$ cat src/rtl/dual_list_writer_pkg.sv
// Shared definitions for the two-list ping-pong writer.
// Default widths, FSM encoding and the list-count type.
package dual_list_writer_pkg;

   localparam int DEF_DATA_W = 36;
   localparam int DEF_ADDR_W = 6;

   typedef enum logic {
      IDLE = 1'b0,
      FILL = 1'b1
   } state_t;

   typedef logic [DEF_ADDR_W-1:0] list_cnt_t;

endpackage

$ cat src/rtl/list_write_ctr.sv
// Per-list write port: registers each accepted beat, counts entries,
// saturates at a full page and flags dropped beats until the next event.
module list_write_ctr
   import dual_list_writer_pkg::*;
#(
   parameter int DATA_W = DEF_DATA_W,
   parameter int ADDR_W = DEF_ADDR_W
) (
   input  logic              clk,
   input  logic              reset,
   input  logic              en,
   input  logic              clear,
   input  logic              page,
   input  logic              valid,
   input  logic [DATA_W-1:0] din,
   output logic              wr_en,
   output logic [ADDR_W:0]   wr_addr,
   output logic [DATA_W-1:0] wr_data,
   output logic [ADDR_W-1:0] cnt,
   output logic              ovf
);

   localparam logic [ADDR_W-1:0] FULL = '1;

   logic              full;
   logic              take;
   logic              drop;
   logic [ADDR_W-1:0] idx;

   // A beat riding with the event strobe opens the new event at index 0.
   assign full = (cnt == FULL);
   assign take = valid & (clear | (en & ~full));
   assign drop = valid & en & ~clear & full;
   assign idx  = clear ? '0 : cnt;

   // Write register, entry counter and sticky drop flag.
   always_ff @(posedge clk or posedge reset) begin
      if (reset) begin
         wr_en   <= 1'b0;
         wr_addr <= '0;
         wr_data <= '0;
         cnt     <= '0;
         ovf     <= 1'b0;
      end else begin
         wr_en <= take;
         if (take) begin
            wr_addr <= {page, idx};
            wr_data <= din;
         end
         if (clear) begin
            cnt <= take ? ADDR_W'(1) : '0;
            ovf <= 1'b0;
         end else begin
            if (take)
               cnt <= cnt + ADDR_W'(1);
            if (drop)
               ovf <= 1'b1;
         end
      end
   end

endmodule

$ cat src/rtl/dual_list_writer.sv
// Two-list ping-pong writer: captures both streams per event and
// publishes per-list counts plus the completed page on each boundary.
module dual_list_writer
   import dual_list_writer_pkg::*;
#(
   parameter int DATA_W = DEF_DATA_W,
   parameter int ADDR_W = DEF_ADDR_W
) (
   input  logic              clk,
   input  logic              reset,
   input  logic              start,
   input  logic [DATA_W-1:0] din1,
   input  logic              valid1,
   input  logic [DATA_W-1:0] din2,
   input  logic              valid2,
   output logic              wr_en1,
   output logic [ADDR_W:0]   wr_addr1,
   output logic [DATA_W-1:0] wr_data1,
   output logic              wr_en2,
   output logic [ADDR_W:0]   wr_addr2,
   output logic [DATA_W-1:0] wr_data2,
   output logic [ADDR_W-1:0] number1out,
   output logic [ADDR_W-1:0] number2out,
   output logic              rd_page,
   output logic              done,
   output logic [1:0]        overflow
);

   state_t            state;
   state_t            state_n;
   logic              publish;
   logic              page;
   logic              page_n;
   logic              filling;
   logic [ADDR_W-1:0] cnt1;
   logic [ADDR_W-1:0] cnt2;

   // State register.
   always_ff @(posedge clk or posedge reset) begin
      if (reset)
         state <= IDLE;
      else
         state <= state_n;
   end

   // Next state and event-boundary decode; the page flips only when closing an event.
   always_comb begin
      state_n = state;
      publish = 1'b0;
      page_n  = page;
      filling = 1'b0;
      unique case (state)
         IDLE: begin
            if (start)
               state_n = FILL;
         end
         FILL: begin
            filling = 1'b1;
            if (start) begin
               publish = 1'b1;
               page_n  = ~page;
            end
         end
         default: state_n = IDLE;
      endcase
   end

   // Page register and publication of the completed event.
   always_ff @(posedge clk or posedge reset) begin
      if (reset) begin
         page       <= 1'b0;
         rd_page    <= 1'b1;
         number1out <= '0;
         number2out <= '0;
         done       <= 1'b0;
      end else begin
         done <= publish;
         page <= page_n;
         if (publish) begin
            rd_page    <= page;
            number1out <= cnt1;
            number2out <= cnt2;
         end
      end
   end

   list_write_ctr #(.DATA_W(DATA_W), .ADDR_W(ADDR_W)) u_list1 (
      .clk     (clk),
      .reset   (reset),
      .en      (filling),
      .clear   (start),
      .page    (page_n),
      .valid   (valid1),
      .din     (din1),
      .wr_en   (wr_en1),
      .wr_addr (wr_addr1),
      .wr_data (wr_data1),
      .cnt     (cnt1),
      .ovf     (overflow[0])
   );

   list_write_ctr #(.DATA_W(DATA_W), .ADDR_W(ADDR_W)) u_list2 (
      .clk     (clk),
      .reset   (reset),
      .en      (filling),
      .clear   (start),
      .page    (page_n),
      .valid   (valid2),
      .din     (din2),
      .wr_en   (wr_en2),
      .wr_addr (wr_addr2),
      .wr_data (wr_data2),
      .cnt     (cnt2),
      .ovf     (overflow[1])
   );

endmodule

$ cat config.mk
export PLATFORM = sky130hd
export DESIGN_NAME = dual_list_writer
export DESIGN_NICKNAME = d
export VERILOG_FILES = /design/src/rtl/dual_list_writer_pkg.sv /design/src/rtl/list_write_ctr.sv /design/src/rtl/dual_list_writer.sv
export SDC_FILE = /design/constraint.sdc
export NUM_CORES = 1
export LEC_CHECK = 0
export ABC_AREA = 0
export CORE_MARGIN = 1.5
export CORE_UTILIZATION = 44
export DETAILED_ROUTE_END_ITERATION = 8
export GPL_ROUTABILITY_DRIVEN = 0
export PLACE_DENSITY = 0.86
export SLEW_MARGIN = 20
export SYNTH_ARGS = -nofsm -noshare
export SYNTH_HDL_FRONTEND = slang
export SYNTH_SLANG_ARGS = --single-unit
$ cat constraint.sdc
create_clock -name clk -period 4.3 [get_ports clk]
set_input_delay 0.86 -clock clk [delete_from_list [all_inputs] [get_ports clk]]
set_output_delay 0.86 -clock clk [all_outputs]
set_load 0.005 [all_outputs]
Word-level counts from Yosys, hierarchy flattened
Index checks and enable logic that the tools add are counted.
{"block": "word_totals", "regBits": 118, "input_bits": 77, "out_inout_bits": 104, "wordCells": 58}
{"block": "op_classes", "n_addsub": 2, "n_eq_ne": 2, "mux": 18, "bitwise_logic": 16, "reduce_logical": 4}
{"op": "6-bit 2-to-1 mux", "count": 6}
{"op": "6-bit by 1-bit adder with 6-bit output, second input constant", "count": 2}
{"op": "6-bit equality test, second input constant", "count": 2}
{"op": "1-bit 2-to-1 mux", "count": 12}
{"op": "1-bit bitwise AND", "count": 10}
{"op": "2-bit nonzero test", "count": 4}
{"op": "1-bit NOT", "count": 4}
{"op": "1-bit bitwise OR", "count": 2}

Longest topological paths before layout
{"block": "depth", "word_depth": 7, "ltp_mapped": 8}

Hierarchy
From an unflattened synthesis, not the netlist that was laid out.
{"block": "hier_totals", "hier_cells": 309, "area_unflattened_um2": 4999.8}
{"mod": "list_write_ctr", "n_inst": 2, "cells_per_inst": 137, "area_per_inst_um2": 2190.9, "seq_area_each_um2": 1276.2}
{"mod": "dual_list_writer", "n_inst": 1, "cells_per_inst": 35, "area_per_inst_um2": 618.1, "seq_area_each_um2": 401.6}

Least setup slack after synthesis
Ideal clock, no wire load.
{"block": "synth_path", "path_type": "input to register", "start": "input port start", "end": "register u_list2.wr_data[10]", "arrival_time_ps": 2019, "slack_ps": 2157, "stages": 6, "path_cell_list": "buf_2 -> nor3_1 -> nand2b_1 -> buf_2 -> buf_4 -> mux2_2"}
{"block": "synth_via", "elab_chain_len": 2}
{"item": "from (decl)", "line": "dual_list_writer.sv:11", "text": "input logic start,"}
{"item": "1-bit bitwise OR", "line": "list_write_ctr.sv:32", "text": "assign take = valid & (clear | (en & ~full));"}
{"item": "1-bit bitwise AND", "line": "list_write_ctr.sv:32"}
{"item": "to (signal assigned)", "line": "list_write_ctr.sv:48", "text": "wr_data <= din;"}
{"item": "to (decl)", "line": "list_write_ctr.sv:18", "text": "output logic [DATA_W-1:0] wr_data,"}
Every way passes these cells.
A chain may end at the register's enable or synchronous reset.

Worst setup path in the final report
{"block": "layout_path", "start": "input port valid1", "end": "register u_list1.wr_data[32]"}
{"block": "layout_via", "elab_chain_len": 1}
{"item": "from (decl)", "line": "dual_list_writer.sv:13", "text": "input logic valid1,"}
{"item": "1-bit bitwise AND", "line": "list_write_ctr.sv:32"}
{"item": "to (signal assigned)", "line": "list_write_ctr.sv:48"}
{"item": "to (decl)", "line": "list_write_ctr.sv:18"}
Every way passes these cells.

==> impl_metrics.env <==
export IMPL_viasPerCell=5.01
export IMPL_cts_made_buffers=17
export IMPL_hp_start="number2out[0]"
export IMPL_area_growth_pct=51.4
export IMPL_cts_resized=0
export IMPL_swShare=0.222
export IMPL_cts_hold_buf=0
export IMPL_synth_area_leaders="dfrtp_1 (62%), mux2_2 (15%), mux2_4 (6.3%)"
export IMPL_die_area_um2=11400
export IMPL_switchingPower_mw=0.686
export IMPL_p_per_area_nw_per_um2=431
export IMPL_detail_route_first_pass_iterations=4
export IMPL_fin_setup_tns_ps=0
export IMPL_slowest_delay_ps=730
export IMPL_holdPathEnd="number2out[0]"
export IMPL_grt_overflow=0
export IMPL_drt_total_wl_um=10500
export IMPL_post_synth_num_cell_types=44
export IMPL_synth_largest_area_cell="dfrtp_1"
export IMPL_synth_edf_count=0
export IMPL_period_share=0.656
export IMPL_pwr_share_comb=0.159
export IMPL_hold_class="reg2reg"
export IMPL_clock_fmax_mhz=355
export IMPL_insertion_delay_ps=500
export IMPL_clkTransAtPathRegs_ps=50
export IMPL_ys_seq_area_frac=0.624
export IMPL_cp_slowest_cell="inv_2"
export IMPL_cp_start_kind="input port"
export IMPL_grt_pass1_wl_um=16900
export IMPL_boundaryPins=181
export IMPL_numPortBuffers=180
export IMPL_antenna_found_initial=0
export IMPL_dp_cells=620
export IMPL_fin_nets=582
export IMPL_critPathLaunch="valid1"
export IMPL_p_leak_nw=3.10
export IMPL_nFillCells=776
export IMPL_regArea_um2=2950
export IMPL_critPathKind="in2reg"
export IMPL_num_rows=37
export IMPL_route_detailed_drc=0
export IMPL_start_util=0.457
export IMPL_avgSynthCellArea_um2=14.9
export IMPL_grt_max_degree=83
export IMPL_clock_skew_final_ps=11.1
export IMPL_ys_seq_elements=118
export IMPL_cp_data_arrival_time_ps=3190
export IMPL_maxCapViolCount=0
export IMPL_synth_main_ff_cell="dfrtp_1"
export IMPL_async_reset_ff_frac=1.00
export IMPL_dieWidth_um=107
export IMPL_grt_use_total=0.191
export IMPL_slew_headroom=0.327
export IMPL_ir_worst_vdd_v=0.000382
export IMPL_synth_nets=396
export IMPL_drive_gt1_frac=0.242
export IMPL_post_drt_wl_per_cell_um=16.1
export IMPL_htree_levels=4
export IMPL_crit_fanout=38
export IMPL_yosys_cell_count_top_type="dfrtp_1"
export IMPL_rsz0062_at_grt="no"
export IMPL_ff2ff_setup_slack_ps=1710
export IMPL_cp_data_required_time_ps=4670
export IMPL_netlist_area_leader_share=0.618
export IMPL_core_area_um2=10400
export IMPL_drtIter0Drc=93
export IMPL_max_slew_worst_pin_slew_ps=1010
export IMPL_clockBufferDepth=2
export IMPL_multi_input_area_um2=1620
export IMPL_antennaDiodeCount=0
export IMPL_fin_cells=652
export IMPL_setup_violations=0
export IMPL_cp_cell_sequence="clkdlybuf4s50_1, nand2_1, a21oi_2, a21oi_4, inv_2, mux2_2"
export IMPL_whs_path_depth=2
export IMPL_critPathCaptureType="flip-flop"
export IMPL_synth_common_cells="dfrtp_1 (117), mux2_2 (65), mux2_4 (20)"
export IMPL_grt_pass1_vias=3335
export IMPL_routed_via_count=3267
export IMPL_rr_worst_depth=5
export IMPL_reg2reg_to="u_list2.wr_data[3]"
export IMPL_pwr_share_clk=0.425
export IMPL_die_h_um=107
export IMPL_status="finished, final reports clean"
export IMPL_yosysWarnings=0
export IMPL_syn_inst=317
export IMPL_netlist_area_um2=4740
export IMPL_cts_tree="done"
export IMPL_p_int_mw=2.41
export IMPL_r2r_start="u_list2.cnt[1]"
export IMPL_dpl_hpwl_um=7410
export IMPL_min_period_ps=2820
export IMPL_power_frac_seq=0.417
export IMPL_cts_root_buf="clkbuf_8"
export IMPL_post_cts_setup_buffers=0
export IMPL_hold_viol_final=0
export IMPL_clock_sinks=118
export IMPL_antenna_left=0
export IMPL_maxSlewViolCount=0
[metrics by stage]
stage	utilization	setup slack (ps)	instance area [um2]	total power, mW	hold WS, ps
CTS	0.691	1500	7170	3.13	489
floorplan	-	313	4740	1.49	464
global route	0.691	1340	7170	3.23	511
detailed placement	0.637	989	6610	1.80	477
finish	0.691	1480	7170	3.09	480
global placement	0.637	1100	6610	1.78	467
[power by group through the flow]
stage / clock, mW / sequential (mW) / combinational [mW]
after detailed placement: 0 / 1.31 / 0.493
after floorplan: 0 / 1.31 / 0.188
final: 1.31 / 1.29 / 0.491
after global routing: 1.39 / 1.30 / 0.531
after global placement: 0 / 1.30 / 0.482
after CTS: 1.34 / 1.29 / 0.498
[per-layer routing]
| metal | vias to the layer above | global-route usage | part of all wire | routed length [um] |
|---|---|---|---|---|
| li1 | 1503 | - | - | - |
| met1 | 1638 | 0.246 | 0.44 | 4610 |
| met2 | 121 | 0.304 | 0.48 | 5070 |
| met3 | 5 | 0.0784 | 0.072 | 759 |
| met4 | 0 | 0.0362 | 0.0038 | 40 |
| met5 | - | 0 | 0 | 0 |
[layout make-up]
class	instances	share of cell area
sequential	118	0.412
multi-input combinational	174	0.226
clock inverter	9	0.0145
inverter	9	0.00541
clock buffer	23	0.0637
tap	136	0.0237
timing repair buffer	183	0.254
[how the worst max path moves through the flow]
stage / endpoint
after floorplan: done
after global placement: u_list1.wr_data[28]
after detailed placement: u_list1.wr_data[28]
after CTS: u_list1.wr_data[28]
after global routing: u_list2.wr_data[9]
final: u_list1.wr_data[32]
[sequential cells by signal (all words and copies together) (netlist names)]
signal / flops
u_list1.wr_data: 36
u_list2.wr_data: 36
u_list1.wr_addr: 7
u_list2.wr_addr: 7
number1out: 6
number2out: 6
u_list1.cnt: 6
u_list2.cnt: 6
done: 1
page: 1
rd_page: 1
state: 1
u_list1.ovf: 1
u_list1.wr_en: 1
u_list2.ovf: 1
u_list2.wr_en: 1
[cell families (layout without fill, tap and decap cells)]
family	after synthesis	in the layout	synth area share
xor gates and xnor gates	4	4	0.00740
and+or+nand+nor	42	42	0.0444
buffers and inverters	25	224	0.0341
AOI/OAI and AO/OA	37	37	0.0587
adders and majority gates	2	2	0.00528
DFF	118	118	0.624
muxes	89	89	0.226
[layout by cell type, fill, tap and decap left out, types with 2 or more instances in the layout]
cell type        Yosys  layout
nand4_1              2       2
xnor2_1              3       3
inv_1                8       7
clkinvlp_4           0       2
mux2i_1              4       4
a21oi_1              2       2
a22o_1              11      11
dfrtp_1            117     117
clkbuf_16            0      16
nand2_1             11      11
ha_1                 2       2
clkbuf_8             0       3
or3_1                2       2
mux2_4              20      20
clkbuf_1             1       4
a2bb2oi_1            2       2
mux2_2              65      65
bufinv_16            0       2
a211oi_1             2       2
nor2_1              11      11
nor3_1               4       4
o21ai_0              7       7
nor3b_1              2       2
clkinv_2             0       4
nand3_1              2       2
buf_4                6       3
a31oi_1              3       3
o21bai_1             2       2
or2_2                2       2
clkdlybuf4s50_1      0     180
[worst max-delay path, delay by kind of cell]
| kind | cells | cell delay, ps |
|---|---|---|
| mux | 1 | 420 |
| buf+inv | 2 | 1340 |
| compound gates | 2 | 370 |
| simple gates | 1 | 180 |
Power figures use the tool's default switching activity.
